`src/rtl/logic_unit_pipe.sv`:
```
// logic_unit_pipe: bitwise logic unit (AND/ORR/EOR/BIC) feeding a 2-entry
// in-order result buffer with valid/ready handshakes on both sides.
// The head entry is kept in the y/flags registers themselves, so the outputs
// are registered and simply hold their last value when the buffer empties.
module logic_unit_pipe #(
    parameter int WIDTH = 32
) (
    input  logic             clk,
    input  logic             reset,
    input  logic             in_valid,
    output logic             in_ready,
    input  logic [WIDTH-1:0] a,
    input  logic [WIDTH-1:0] b,
    input  logic [1:0]       op,
    output logic             out_valid,
    input  logic             out_ready,
    output logic [WIDTH-1:0] y,
    output logic [1:0]       flags,
    output logic [15:0]      done_count
);

    typedef enum logic [1:0] {
        EMPTY = 2'd0,
        ONE   = 2'd1,
        FULL  = 2'd2
    } state_t;

    // Bitwise operation selected by op; result is always exactly WIDTH bits.
    function automatic logic [WIDTH-1:0] logic_op(input logic [1:0] sel,
                                                  input logic [WIDTH-1:0] x,
                                                  input logic [WIDTH-1:0] z);
        logic [WIDTH-1:0] r;
        case (sel)
            2'b00:   r = x & z;
            2'b01:   r = x | z;
            2'b10:   r = x ^ z;
            2'b11:   r = x & ~z;
            default: r = {WIDTH{1'b0}};
        endcase
        return r;
    endfunction

    // Flags stored alongside each result: {N, Z}.
    function automatic logic [1:0] make_flags(input logic [WIDTH-1:0] r);
        return {r[WIDTH-1], (r == {WIDTH{1'b0}})};
    endfunction

    state_t           state;
    state_t           next_state;
    logic             push;
    logic             pop;
    logic [WIDTH-1:0] new_y;
    logic [1:0]       new_flags;
    logic [WIDTH-1:0] second_y;
    logic [1:0]       second_flags;
    logic [WIDTH-1:0] y_next;
    logic [1:0]       flags_next;
    logic [WIDTH-1:0] second_y_next;
    logic [1:0]       second_flags_next;

    assign push      = in_valid && in_ready;
    assign pop       = out_valid && out_ready;
    assign new_y     = logic_op(op, a, b);
    assign new_flags = make_flags(new_y);

    // Occupancy transitions; a FULL buffer never pushes because in_ready is low.
    always_comb begin
        next_state = state;
        case (state)
            EMPTY: begin
                if (push) begin
                    next_state = ONE;
                end else begin
                    next_state = EMPTY;
                end
            end
            ONE: begin
                if (push && !pop) begin
                    next_state = FULL;
                end else if (pop && !push) begin
                    next_state = EMPTY;
                end else begin
                    next_state = ONE;
                end
            end
            FULL: begin
                if (pop) begin
                    next_state = ONE;
                end else begin
                    next_state = FULL;
                end
            end
            default: next_state = EMPTY;
        endcase
    end

    // Buffer contents: head lives in y/flags, second entry behind it.
    always_comb begin
        y_next            = y;
        flags_next        = flags;
        second_y_next     = second_y;
        second_flags_next = second_flags;
        case (state)
            EMPTY: begin
                if (push) begin
                    y_next     = new_y;
                    flags_next = new_flags;
                end else begin
                    y_next     = y;
                    flags_next = flags;
                end
            end
            ONE: begin
                if (push && pop) begin
                    y_next     = new_y;
                    flags_next = new_flags;
                end else if (push) begin
                    second_y_next     = new_y;
                    second_flags_next = new_flags;
                end else begin
                    y_next     = y;
                    flags_next = flags;
                end
            end
            FULL: begin
                if (pop) begin
                    y_next     = second_y;
                    flags_next = second_flags;
                end else begin
                    y_next     = y;
                    flags_next = flags;
                end
            end
            default: begin
                y_next     = {WIDTH{1'b0}};
                flags_next = 2'b00;
            end
        endcase
    end

    // State, handshake outputs, buffer storage and the completion counter.
    always_ff @(posedge clk or posedge reset) begin
        if (reset) begin
            state        <= EMPTY;
            in_ready     <= 1'b0;
            out_valid    <= 1'b0;
            y            <= {WIDTH{1'b0}};
            flags        <= 2'b00;
            second_y     <= {WIDTH{1'b0}};
            second_flags <= 2'b00;
            done_count   <= 16'd0;
        end else begin
            state        <= next_state;
            in_ready     <= (next_state != FULL);
            out_valid    <= (next_state != EMPTY);
            y            <= y_next;
            flags        <= flags_next;
            second_y     <= second_y_next;
            second_flags <= second_flags_next;
            if (pop) begin
                done_count <= done_count + 16'd1;
            end else begin
                done_count <= done_count;
            end
        end
    end

endmodule
```
`config.mk`:
```
export PLATFORM = sky130hd
export DESIGN_NAME = logic_unit_pipe
export DESIGN_NICKNAME = d
export VERILOG_FILES = /design/src/rtl/logic_unit_pipe.sv
export SDC_FILE = /design/constraint.sdc
export NUM_CORES = 1
export LEC_CHECK = 0
export ABC_AREA = 1
export BUFFER_PORTS_ARGS = -buffer_cell sky130_fd_sc_hd__buf_4
export CELL_PAD_IN_SITES_DETAIL_PLACEMENT = 0
export CELL_PAD_IN_SITES_GLOBAL_PLACEMENT = 1
export CORE_MARGIN = 2
export CORE_UTILIZATION = 39
export DETAILED_ROUTE_END_ITERATION = 6
export PLACE_DENSITY = 0.78
export SYNTH_ARGS = -nofsm -noshare
export SYNTH_HDL_FRONTEND = slang
export SYNTH_SLANG_ARGS = --single-unit
```
`constraint.sdc`:
```
create_clock -name clk -period 3.25 [get_ports clk]
set_input_delay 0.4875 -clock clk [delete_from_list [all_inputs] [get_ports clk]]
set_output_delay 0.4875 -clock clk [all_outputs]
set_load 0.05 [all_outputs]
```
==> impl_results.md, run 1 <==
* Fill count at around 1500
* Crit-path max cell delay at between 0.6 and 0.7 ns
* Die ar. at ~16000 um^2
* Setup crit start kind: input pin
* Final worst-path cycle share at 74.1%
* Die width at between 100 and 150 um
* Pre-CTS setup slack at 0.496 ns
* Final Hold Viols at 0
* Clock Root Buffer: clkbuf_16
* CP Launch Point: op[1]
* Area after DPL at ~6700 um^2
* Cell taking the most area after synthesis: dfrtp_1
* Routed len/inst at roughly 14 um
* Actual slew at the worst max-slew pin at around 0.76 ns
* DR vias at around 5400
* Slowest CP cell: ha_1
* Avg Vias per Cell at roughly 5
* Delay-heaviest family, CP: adder cells
* Vias in the first global route at a little over 5000
* YS warnings at 0
* Syn nets at approximately 900
* RSZ-0062 raised after global routing: false
* Pwr Density at around 760 nW/um^2
* Proportion of layout cells with a drive suffix above 1 at between 15 and 20%
* Post CTS Setup Buffer Count at 0
* R2r startpoint: state[1]$_DFF_PP0_
* Synth area leaders: dfrtp_1, nand2_1, ha_1
* Final Cell Area at between 7000 and 8000 um^2
* FF-to-FF path depth at 9
* Max-Cap Viols at 0
* Peak supply drop at between 0.2 and 0.3 mV
* Nets at about 1000
* Die H at between 100 and 150 um
* CP required at 3.48 ns
* Ant. Diodes at 0
* Final worst setup slack at roughly 0.84 ns
* Worst-skew pair later-pin latency at roughly 0.34 ns
* I/O pins at about 120
* Most used cell, CP: nand2_1
* Cell area after synthesis at between 5000 and 6000 um^2
* Initial core utilization at around two fifths
* Synth top area share at 37.7%
* Worst min path class: in -> async
* DP HPWL at 11.2 mm
* First-pass GRT wire length at 26.2 mm
* CP endpoint: flags[0]$_DFFE_PP0P_
* CP Cell Sequence: buf_4 -> inv_1 -> ha_1 -> clkinv_2 -> o21ai_0 -> nand2_1 -> nand2_1 -> nor2_1 -> nand2_1 -> nor2_1 -> nand2_1 -> nor2_2 -> nand2_1 -> a21oi_2
* Clock transition at path regs at approximately 0.06 ns
* Mean Syn Cell Area at about 7.0 um^2
* CTS buffer count at 9
* H-tree level count at 3
* Area growth from synthesis to layout at 22.8%
* Worst path depth at 14
* Initial antenna violation count at 0
* Final Wtd Congestion at between 0.7 and 0.8
* Worst path arrival time at about 2.6 ns
* Setup TNS at 0 ns
* Initial DRC Count at between 300 and 400
* Remaining DRCs at 0
* GR Util All Layers at 20.5%
* Final critical-path required period at 2.41 ns
* Lkg Pwr at slightly below 0.004 uW
* FF-to-FF End: y[15]$_DFFE_PP0P_
* Pre-antenna DRT Iters at 5
* Status: finished clean
* Worst Skew at between 0.005 and 0.006 ns
* Core box area at around 14000 um^2
* Clk sink count at 86
* Post-synthesis cell count at 812
* Bufs and invs on worst path at 3
* Clock buffer depth at 2
* Final Slew Violations at 0
* FF+latch count, synth at 86
* Synth cell types at 28
* CP max FO at 17
* Worst reg2reg setup slack at a little under 0.9 ns
* F_max at between 400 and 500 MHz
* Port Buf Inserts at between 100 and 150
* Slew headroom at ~50%
* Cts hold-fix bufs at 0
* WS Path Type: in -> reg
* Grt total ovfl at 0
* Post-cts sizing count at 0
* Sequential share of the synthesized area at between 30% and 40%
* Maximum number of pins on one net before global-route repair at 48
* Std-Cell Rows at 44
* Final setup viols at 0
* TritonCTS clock tree: yes
* Critical path capture point type: flip-flop
* Final wirelength at approximately 16 mm
* Antenna-violating nets left at 0
layout by cell type, fill, tap and decap left out, drive strengths merged, types with 5 or more instances in the layout:
master / netlist / layout
a21oi: 6 / 6
clkbuf: 14 / 11
nand3b: 19 / 19
nand3: 12 / 12
xnor2: 9 / 9
nand2: 364 / 364
inv: 100 / 100
dfrtp: 86 / 86
buf: 26 / 130
nor3: 5 / 5
nand4: 12 / 12
nor2: 30 / 30
a22oi: 32 / 32
ha: 39 / 39
o21ai: 48 / 48
stage by stage:
stage	total power, uW	instances	util [%]	hold slack [ns]
2_1_floorplan	3560	812	-	0.449
3_3_place_gp	4210	1086	46.4	0.463
3_5_place_dp	4240	1086	46.4	0.467
4_1_cts	5380	1102	48.6	0.110
5_1_grt	5710	1102	48.6	0.123
6_report	5340	1102	48.6	0.102
sequential cells by signal, indices dropped and copies added (netlist names):
register,flops
state,2
flags,1
second_flags,1
in_ready,1
out_valid,1
done_count,16
second_y,32
y,32
where the power goes:
group          internal [uW]  total, uW  switching, uW  leakage (uW)
combinational            748       2500           1750       0.00269
clock                    696       1130            437      0.000156
sequential              1460       1710            249       0.00112
total                   2900       5340           2430       0.00397
cells in the mapped netlist, drive strengths merged:
cell,n
buf,26
clkbuf,14
a21o,1
nand3,12
xor2,4
nand3b,19
nor3,5
a22oi,32
nor2,30
nand4,12
or2,1
clkinv,2
dfrtp,86
inv,100
nand2,364
ha,39
o21ai,48
xnor2,9
o31ai,2
a21oi,6
final cells by class:
cell class,count,area (um^2),area share (%)
Timing Repair Buffer,130,976,13.9
Inverter,102,387,5.51
Clock buffer,11,243,3.46
Clock inverter,5,81.3,1.16
Multi-Input combinational cell,584,2940,42.0
Tap cell,184,230,3.28
Sequential cell,86,2150,30.7
cell families after synthesis:
kind of cell / after synthesis / synth area share (%)
simple gates: 443 / 31.6
buf+inv: 142 / 10.7
compound gates: 89 / 9.40
flops: 86 / 37.7
fa+ha+maj: 39 / 8.55
xor+xnor: 13 / 1.99
how the worst min path moves through the flow:
stage	slack, ns	endpoint	start	cells past startpoint
final	0.10	second_y[9]$_DFFE_PP0P_	reset	2
after detailed placement	0.47	second_y[13]$_DFFE_PP0P_	reset	2
after floorplan	0.45	second_flags[0]$_DFFE_PP0P_	second_flags[0]$_DFFE_PP0P_	2
after global routing	0.12	second_y[7]$_DFFE_PP0P_	reset	2
after CTS	0.11	second_y[2]$_DFFE_PP0P_	reset	2
after global placement	0.46	second_y[7]$_DFFE_PP0P_	reset	2
routing by layer:
layer  GRT usage [%]  vias up  share of wire (%)
li1                -     2739                  -
met1            29.9     2491                 51
met2            32.2      152                 43
met3            2.95       10                4.8
met4            5.49        0                1.1
met5               0        -                  0
Power figures use the tool's default switching activity.
==> run 2: changes to the inputs <==
==> constraint.sdc (replaced) <==
create_clock -name clk -period 2.5 [get_ports clk]
set_input_delay 0.375 -clock clk [delete_from_list [all_inputs] [get_ports clk]]
set_output_delay 0.375 -clock clk [all_outputs]
set_load 0.05 [all_outputs]
==> impl_results.md, run 2 (synthesis gave the netlist of run 1 again) <==
* Status: finished clean (unchanged)
* Final Cell Area at 7050 um^2 (was 7010 um^2)
* F_max at approximately 520 MHz
* Clk sink count at 86 (unchanged)
* Clock Root Buffer: clkbuf_16 (unchanged)
* Area after DPL at 6750 um^2 (was 6690 um^2)
* Final Hold Viols at 0 (unchanged)
* Antenna-violating nets left at 0 (unchanged)
* FF-to-FF End: second_y[8]$_DFFE_PP0P_ (was y[15]$_DFFE_PP0P_)
* WS Path Type: reg -> reg (was in -> reg)
* Clock buffer depth at 2 (unchanged)
* Slowest CP cell: inv_1 (was ha_1)
* Setup crit start kind: flip-flop (was input pin)
* Core box area at 14400 um^2 (unchanged)
* Most used cell, CP: nand2_1 (unchanged)
* CP max FO at 33 (was 17)
* Max-Cap Viols at 0 (unchanged)
* Pwr Density at 978 nW/um^2 (was 761 nW/um^2)
* RSZ-0062 raised after global routing: false (unchanged)
* Die H at 125 um (unchanged)
* Comb pwr share at 48.3% (was 46.8%)
* Final setup viols at 0 (unchanged)
* Final Slew Violations at 0 (unchanged)
* Ant. Diodes at 0 (unchanged)
* Die width at 125 um (unchanged)
* R2r startpoint: in_ready$_DFF_PP0_ (was state[1]$_DFF_PP0_)
* Net Sw Frac at 45.5% (was 45.6%)
* Worst Skew at 0.00476 ns (was 0.00534 ns)
* Commonest non-fill, non-tap cell in the layout: nand2_1 (unchanged)
* Fin util at 48.9% (was 48.6%)
* Port Buf Inserts at 121 (unchanged)
* Area growth from synthesis to layout at 23.5% (was 22.8%)
* Remaining DRCs at 0 (unchanged)
* Final worst-path cycle share at 77.5%
* Clock power frac at 19.6% (was 21.2%)
* Worst-skew pair later-pin latency at 0.34 ns (about the same)
* Avg Vias per Cell at 4.87 (was 4.89)
* Crit-path max cell delay at 0.83 ns (was 0.64 ns)
* TritonCTS clock tree: yes (unchanged)
* FF-to-FF path depth at 7 (was 9)
* Initial core utilization at 39.6% (unchanged)
* Biggest regs: second_y (32), y (32), done_count (16) (unchanged)
* Cts hold-fix bufs at 0 (unchanged)
* Setup TNS at 0 ns (unchanged)
* Std-Cell Rows at 44 (unchanged)
* Proportion of layout cells with a drive suffix above 1 at 17.7% (was 17.4%)
* Die ar. at 15600 um^2 (unchanged)
* Final worst setup slack at 0.562 ns (was 0.843 ns)
* H-tree level count at 3 (unchanged)
* Placed Cells at 1089 (was 1086)
* I/O pins at 122 (unchanged)
* Clock transition at path regs at 0.06 ns (about the same)
* Vias in the first global route at 5127 (was 5168)
* Commonest non-fill, non-tap cells in the layout: nand2_1, buf_4, inv_1, dfrtp_1, o21ai_1 (unchanged)
* Nets at 1025 (was 1022)
* Pre-antenna DRT Iters at 5 (unchanged)
* Routed len/inst at 13.8 um (was 14.2 um)
* Sequential power share at 32.1% (was 32.0%)
* Initial DRC Count at 294 (was 393)
* Worst reg2reg setup slack at 0.56 ns (was 0.89 ns)
* Post CTS Setup Buffer Count at 0 (unchanged)
* First-pass GRT wire length at 25.3 mm (was 26.2 mm)
* CP Cell Sequence: nand2_1 -> inv_1 -> ha_1 -> nand3_1 -> inv_1 -> nand2_1 -> nand2_1 (was buf_4 -> inv_1 -> ha_1 -> clkinv_2 -> o21ai_0 -> nand2_1 -> nand2_1 -> nor2_1 -> nand2_1 -> nor2_1 -> nand2_1 -> nor2_2 -> nand2_1 -> a21oi_2)
* Initial antenna violation count at 0 (unchanged)
* Final wirelength at 15.3 mm (was 15.7 mm)
* Psw at 3140 uW (was 2430 uW)
* Worst path arrival time at 2.21 ns (was 2.63 ns)
* Slew headroom at 23.8% (was 49.6%)
* Pre-CTS setup slack at 0.203 ns (was 0.496 ns)
* Final std cells w/o fill at 1105 (was 1102)
* CP required at 2.77 ns (was 3.48 ns)
* Critical path capture point type: flip-flop (unchanged)
* GR Util All Layers at 19.8% (was 20.5%)
* Grt total ovfl at 0 (unchanged)
* Maximum number of pins on one net before global-route repair at 47 (was 48)
* Final critical-path required period at 1.94 ns
* DR vias at 5381 (was 5392)
* DP HPWL at 11.1 mm (was 11.2 mm)
* CTS buffer count at 9 (unchanged)
* Peak supply drop at 0.417 mV (was 0.282 mV)
* Worst min path class: in -> async (unchanged)
* Int Pwr at 3760 uW (was 2900 uW)
* Lkg Pwr at 0.00399 uW (was 0.00397 uW)
* Actual slew at the worst max-slew pin at 1.14 ns (was 0.756 ns)
* Post-cts sizing count at 0 (unchanged)
* Final Wtd Congestion at 0.812 (was 0.788)
run 2: changes by cell type in the layout (fill, tap and decap cells not counted), sizes merged:
cell,previous run,this run
buf,130,133
bufinv,2,1
clkbuf,11,12
clkinv,4,5
inv,100,99
run 2: worst max path at each step:
| stage | from | endpoint | slack [ns] | depth (start not counted) |
|---|---|---|---|---|
| floorplan | done_count[0]$_DFFE_PP0P_ | done_count[12]$_DFFE_PP0P_ | 0.59 | 7 |
| global placement | op[0] | flags[0]$_DFFE_PP0P_ | 0.24 | 15 |
| detailed placement | op[0] | flags[0]$_DFFE_PP0P_ | 0.20 | 15 |
| CTS | op[0] | flags[0]$_DFFE_PP0P_ | 0.56 | 15 |
| global route | in_ready$_DFF_PP0_ | second_y[9]$_DFFE_PP0P_ | 0.38 | 7 |
| finish | in_ready$_DFF_PP0_ | second_y[8]$_DFFE_PP0P_ | 0.56 | 7 |
run 2: per-layer routing:
layer | vias up | GRT usage, % | part of all wire, % | wire [um]
met5 | - | 0 | 0 | 0
met4 | 0 | 5.16 | 1.1 | 170
met3 | 9 | 3.04 | 5.7 | 865
met2 | 149 | 30.9 | 45 | 6820
met1 | 2481 | 28.9 | 49 | 7430
li1 | 2742 | - | - | -
run 2: critical path: cells and delay by family (launching register included):
family | cells | cell delay, ns
AND/OR/NAND/NOR | 4 | 0.44
buffers and inverters | 2 | 0.93
flip-flops | 1 | 0.34
adder cells (fa/ha/maj) | 1 | 0.15
run 2: cell type report:
type	count	area (um^2)
Clock buffer	12	256
Clock inverter	4	45.0
Fill cell	1441	7370
Inverter	102	389
Multi-Input combinational cell	584	2940
Sequential cell	86	2150
Tap cell	184	230
Timing Repair Buffer	133	1040
run 2: metrics by stage:
| step | hold slack, ns | power, uW |
|---|---|---|
| 2_1_floorplan | 0.449 | 4620 |
| 3_3_place_gp | 0.461 | 5510 |
| 3_5_place_dp | 0.458 | 5580 |
| 4_1_cts | 0.103 | 6950 |
| 5_1_grt | 0.125 | 7380 |
| 6_report | 0.0891 | 6900 |
run 2: power groups by stage:
stage / Sequential, uW / Clock, uW / Combinational, uW
floorplan: 3020 / 0 / 1600
global placement: 2210 / 0 / 3300
detailed placement: 2230 / 0 / 3350
CTS: 2210 / 1380 / 3360
global route: 2280 / 1430 / 3660
finish: 2210 / 1350 / 3330
